$ cat config.mk
export PLATFORM = sky130hd
export DESIGN_NAME = serial_subtractor
export DESIGN_NICKNAME = d
export VERILOG_FILES = /design/src/rtl/serial_subtractor.sv
export SDC_FILE = /design/constraint.sdc
export NUM_CORES = 1
export LEC_CHECK = 0
export BUFFER_PORTS_ARGS = -buffer_cell sky130_fd_sc_hd__buf_2
export CAP_MARGIN = 20
export CELL_PAD_IN_SITES_DETAIL_PLACEMENT = 1
export CELL_PAD_IN_SITES_GLOBAL_PLACEMENT = 1
export CORE_MARGIN = 4
export CORE_UTILIZATION = 43
export CTS_CLUSTER_SIZE = 14
export DETAILED_ROUTE_END_ITERATION = 6
export PLACE_DENSITY = 0.76
export SLEW_MARGIN = 20
export SYNTH_ARGS = -nofsm -noshare
export SYNTH_HDL_FRONTEND = slang
export SYNTH_SLANG_ARGS = --single-unit
export TNS_END_PERCENT = 30
$ cat constraint.sdc
create_clock -name clk -period 1.8 [get_ports clk]
set_clock_uncertainty 0.2 [all_clocks]
set_input_delay 0.36 -clock clk [delete_from_list [all_inputs] [get_ports clk]]
set_output_delay 0.36 -clock clk [all_outputs]
set_load 0.1 [all_outputs]
$ cat src/rtl/serial_subtractor.sv
// Bit-serial unsigned subtractor: diff = a - b, LSB first, one bit per clock
// through a registered borrow, with valid/ready handshakes on both sides.
module serial_subtractor #(
  parameter int WIDTH = 8
) (
  input  logic             clk,
  input  logic             rst,
  input  logic             in_valid,
  output logic             in_ready,
  input  logic [WIDTH-1:0] a,
  input  logic [WIDTH-1:0] b,
  output logic             out_valid,
  input  logic             out_ready,
  output logic [WIDTH-1:0] diff,
  output logic             borrow,
  output logic             zero
);

  // state | meaning
  // IDLE  | waiting for operands, in_ready=1
  // RUN   | one result bit per cycle, WIDTH cycles
  // DONE  | result held on outputs until out_ready
  typedef enum logic [1:0] {IDLE, RUN, DONE} state_t;

  localparam int CW = (WIDTH > 1) ? $clog2(WIDTH) : 1;

  state_t           state, state_nxt;
  logic [WIDTH-1:0] sh_a, sh_b, part, part_nxt;
  logic [CW-1:0]    cnt;
  logic             br, d, br_nxt, last;

  assign d        = sh_a[0] ^ sh_b[0] ^ br;
  assign br_nxt   = (~sh_a[0] & sh_b[0]) | (~(sh_a[0] ^ sh_b[0]) & br);
  assign part_nxt = {d, part[WIDTH-1:1]};
  assign last     = (cnt == CW'(WIDTH - 1));

  assign in_ready  = (state == IDLE);
  assign out_valid = (state == DONE);

  always_ff @(posedge clk or posedge rst) begin
    if (rst) state <= IDLE;
    else     state <= state_nxt;
  end

  always_comb begin
    state_nxt = state;
    case (state)
      IDLE:    if (in_valid) state_nxt = RUN;
      RUN:     if (last)     state_nxt = DONE;
      DONE:    if (out_ready) state_nxt = IDLE;
      default: state_nxt = IDLE;
    endcase
  end

  always_ff @(posedge clk or posedge rst) begin
    if (rst) begin
      sh_a   <= '0;
      sh_b   <= '0;
      part   <= '0;
      cnt    <= '0;
      br     <= 1'b0;
      diff   <= '0;
      borrow <= 1'b0;
      zero   <= 1'b0;
    end else begin
      case (state)
        IDLE: begin
          if (in_valid) begin
            sh_a <= a;
            sh_b <= b;
            part <= '0;
            cnt  <= '0;
            br   <= 1'b0;
          end
        end
        RUN: begin
          sh_a <= sh_a >> 1;
          sh_b <= sh_b >> 1;
          part <= part_nxt;
          br   <= br_nxt;
          cnt  <= cnt + CW'(1);
          // Result registers only move on the final bit, so they hold through IDLE/RUN.
          if (last) begin
            diff   <= part_nxt;
            borrow <= br_nxt;
            zero   <= (part_nxt == '0);
          end
        end
        default: ;
      endcase
    end
  end

endmodule

* Word level (Yosys, flattened, before mapping) *
Index checks and enable logic that the tools add are counted.

cells by class
  $add $sub $neg = 1
  equal/unequal tests = 6
  multiplexer cells = 14
  bitwise gates (word level) = 7
  reduce and logical (&&, ||, !) cells = 6

operators by type and width
  kind                 count
  $pmux 8 s2           3
  $mux 8               3
  $logic_not 8->1      1
  $mux 2               3
  $pmux 2 s3           1
  $pmux 3 s2           1
  $ne 2x2->1 const B   2
  $reduce_and 2->1     2
  $add 3x1->3 const B  1
  $eq 3x3->1 const B   1
  $mux 3               1
  $reduce_and 3->1     1
  $and 1x1->1          2
  $eq 2x1->1 const B   1
  $eq 2x2->1 const B   1
  $logic_not 2->1      1
  $ne 2x1->1 const B   1
  $not 1->1            2
  $pmux 1 s2           1
  $reduce_bool 2->1    1
  $xor 1x1->1          2
  $mux 1               1
  $or 1x1->1           1

storage, ports and cells
  register bits = 40
  input port bits = 20
  output and inout bits = 12

* Longest topological paths before layout *
  depth after elaboration = 5
  depth in mapped cells = 6
  gate-level depth less buffers = 5

* Least setup slack after synthesis *
OpenSTA, ideal clock, no wires.

  kind = register to register
  start = register state[0]
  end = register sh_a[7]
  arrival time = 2.273 ns
  required time = 1.527 ns
  setup slack = -0.746 ns
  stages on the path, launching flop included = 5
  period minus slack after synthesis = 2.546 ns
  path through = dfrtp_1 buf_4 buf_4 nor2_1 a32o_1

on the way
  word-level cells in the longest chain between the ends = 3
  elaborated cells between the ends (all ways) = 6
  classes of those cells = eq/ne: 2; mux: 1; reduce/logical: 3

RTL lines
  item                                                              line  text
  start: declaration                                                27    state_t state, state_nxt;
  start signal: assignment                                          42    else state <= state_nxt;
  $logic_not 2->1 *                                                 n/a
  net in_ready                                                      9     output logic in_ready,
  $ne 2x2->1 (no source line) or $reduce_bool 2->1 (tied branches)  n/a
  $reduce_and 2->1 (no source line)                                 n/a
  end signal: assignment                                            77    sh_a <= sh_a >> 1;
  end: declaration                                                  28    logic [WIDTH-1:0] sh_a, sh_b, part, part_nxt;

Mark *: on every way through the listed nets, which the timed path passes. The rest lies on a longest branch.
A chain may end at the register's enable or synchronous reset.

* Worst setup path in the final report *
  start = register state[0]
  end = output in_ready

on the way
  word-level cells in the longest chain between the ends = 1

RTL lines
  item              line  text
  $logic_not 2->1   37    assign in_ready = (state == IDLE);
  end: declaration  9

Every way passes these cells.

==> metrics.txt <==
fmax=569 MHz; Mapped Nets=174; Starting DRT DRC Count=39; ant diodes=0; cell family with most CP delay=flip-flops; Post-Synthesis Cells=around 150; Avg Cell Area, Syn=11.7 µm²; VDD IR max=0.000905 V; critical path class=reg -> out; Seq cells post-synth=39; crit path DAT=1200 ps; Initial DRT Pass Iterations=3; Syn. warnings=0; Clock Latency Late Sink=roughly 280 ps; Remaining DRCs=0; WL met2=approximately 2100 µm; vias in the first global route=about 1500; largest family of logic cells by synthesized area=compound AO/OA/AOI/OAI gates; CP max stage cell=dfrtp_2; CP bufs+invs=2; Yosys cell types=24; GRT overflow=0; top fanout value on the critical path=19; Starting Density=44.2%; first-pass GRT wire length=6820 µm; part of the Yosys area used for sequential elements=55.2%; CTS tree=done; H-tree depth=2; CP Cell Sequence=buf_12 > nor2_4 > buf_12; crit end category=primary output; Sink Count=39; fraction of layout cells with a size suffix above 1=between 30% and 40%; pwr/cell area=1920 nW/µm²; Setup Viol. Count Final=0; Post-CTS Hold Buffers=0; worst rel slew slack=54.4%; area grow syn2layout=20.5%; Post-Synth Adder-Cell Area=2.55%; Die ar.=5200 µm²; most common cell after layout, fill and taps aside=dfrtp_1; GP Congestion=around 0.69; I/O pins=32; Max Root-Sink Buffers=2; violated checks=negative hold slack; cell mode on critical path=buf_12; Fin. Hold Viols=24; routed len/inst=17.1 µm; status=complete, but fails checks; Leak Pwr=1.10 nW; antenna viol nets, final=0; TritonCTS Buffers=5; initial antenna violation count=0; crit path launch type=flop; Via density=around 5.4; max_cap viols=0; Final nets=212; HP Class=in -> async; Die Wd=roughly 70 µm; register clock-pin slew on the reported worst setup and hold paths=about 70 ps; XOR/XNOR Fraction of Synth Area=0%; Synth Area in Compound Gates=16.3%; pin count of the biggest net entering global routing=40; worst hold slack=-4.71 ps; setup TNS=0 ps; Mapped Area=approximately 1800 µm²; Detail Placement HPWL=2700 µm; CTS Root Buffer Type=clkbuf_8; Port Buf Inserts=31; met3 routed WL=166 µm; worst-margin pin slew=683 ps; filler cell count=roughly 450; GRT Overall Usage=16.9%; Vias=1297; Worst EP required=1240 ps; die height=72.1 µm; final WL=4070 µm; Tmin final=1760 ps; period utilization=97.7%; Rows=23; Synth Area in Simple Gates=14.1%; Crit path largest cell delay=450 ps; most frequent cells in the layout=dfrtp_1 (37), buf_2 (29), nand2_1 (19); top sig layer=met4; Core Footprint=4000 µm²; WL met1=1730 µm; final max-slew violation count=0; unrepaired setup endpoints after global routing=true; post-synthesis mux area share=under 10%
-- cell usage after synthesis (all sizes together) --
master   n  area, µm²
o21bai   1       18.8
fa       1       20.0
nand3b   1       20.0
a32o     2       20.0
nand2   19       71.3
nor4     2       12.5
buf      9       76.3
a21oi   15       75.1
inv      4       15.0
and3b   14        123
nor2     1       3.75
nand2b   2       12.5
a22o     9       78.8
mux2     8        109
ha       2       25.0
nor2b    1       6.26
dfrtp   39        976
o21ai   19       95.1
clkbuf   2       8.75
-- power by group --
group	leakage (nW)	switching (mW)	internal, mW
registers	0.503	0.255	1.24
logic	0.558	1.35	0.704
clock network	0.0371	0.281	0.258
total	1.10	1.89	2.20
-- kinds of logic (layout without fill, tap and decap cells) --
kind of cell,count (synthesis),after routing
AO/OA/AOI/OAI,46,47
adder cells (fa/ha/maj),3,3
buffers and inverters,15,51
flip-flops,39,39
multiplexers,8,8
AND/OR/NAND/NOR,40,40
-- tightest hold or removal path, delay by kind of cell --
| kind | cells | cell delay (ps) |
|---|---|---|
| buf+inv | 3 | 560 |
-- layer usage --
layer  global-route usage, %  up-vias
met5                       0        -
met2                    29.4       31
met4                    7.31        0
met3                    4.16        9
met1                    19.7      647
li1                        -      610
-- final cells by class --
cell class | instances | area, µm² | share of cell area, %
Sequential cell | 39 | 978 | 45.9
Timing Repair Buffer | 41 | 285 | 13.4
Clock buffer | 6 | 72.6 | 3.41
Tap cell | 50 | 62.6 | 2.94
Multi-Input combinational cell | 98 | 716 | 33.6
Inverter | 4 | 15.0 | 0.705
-- stage by stage --
step	cells	total power, mW	util (%)	cell area, µm²	worst slack [ps]
6_report	238	4.09	53.2	2130	41.0
5_1_grt	238	4.33	53.2	2130	-11.3
4_1_cts	235	4.06	52.1	2080	0.392
3_5_place_dp	226	3.47	49.7	1990	58.4
3_3_place_gp	226	3.36	49.7	1990	143
2_1_floorplan	151	3.03	-	1770	-157
-- path summary, 6_finish.rpt --
check / startpoint / endpoint / slack [ps] / depth (start not counted)
worst max-delay path: state[0] / in_ready / 40 / 3
worst min-delay path: rst / diff[2] / -5 / 3
worst max register to register: cnt[0] / diff[4] / 60 / 4
worst min register to register: sh_b[0] / sh_b[0] / 290 / 2
max in group asynchronous: rst / state[1] / 1030 / 3
min in group clk: out_ready / state[1] / 110 / 2
-- sequential cells by signal, summed over array words and instances (netlist names) --
register	cells
borrow	1
state	2
cnt	3
diff	8
sh_b	8
zero	1
part	7
br	1
sh_a	8
-- repair_timing --
action,4_1_cts,5_1_grt
setup endpoints to repair,2,11
resized for setup,2,3
pin swaps,1,3
buffers inserted,3,2
cloned,0,1
Power figures use the tool's default switching activity.
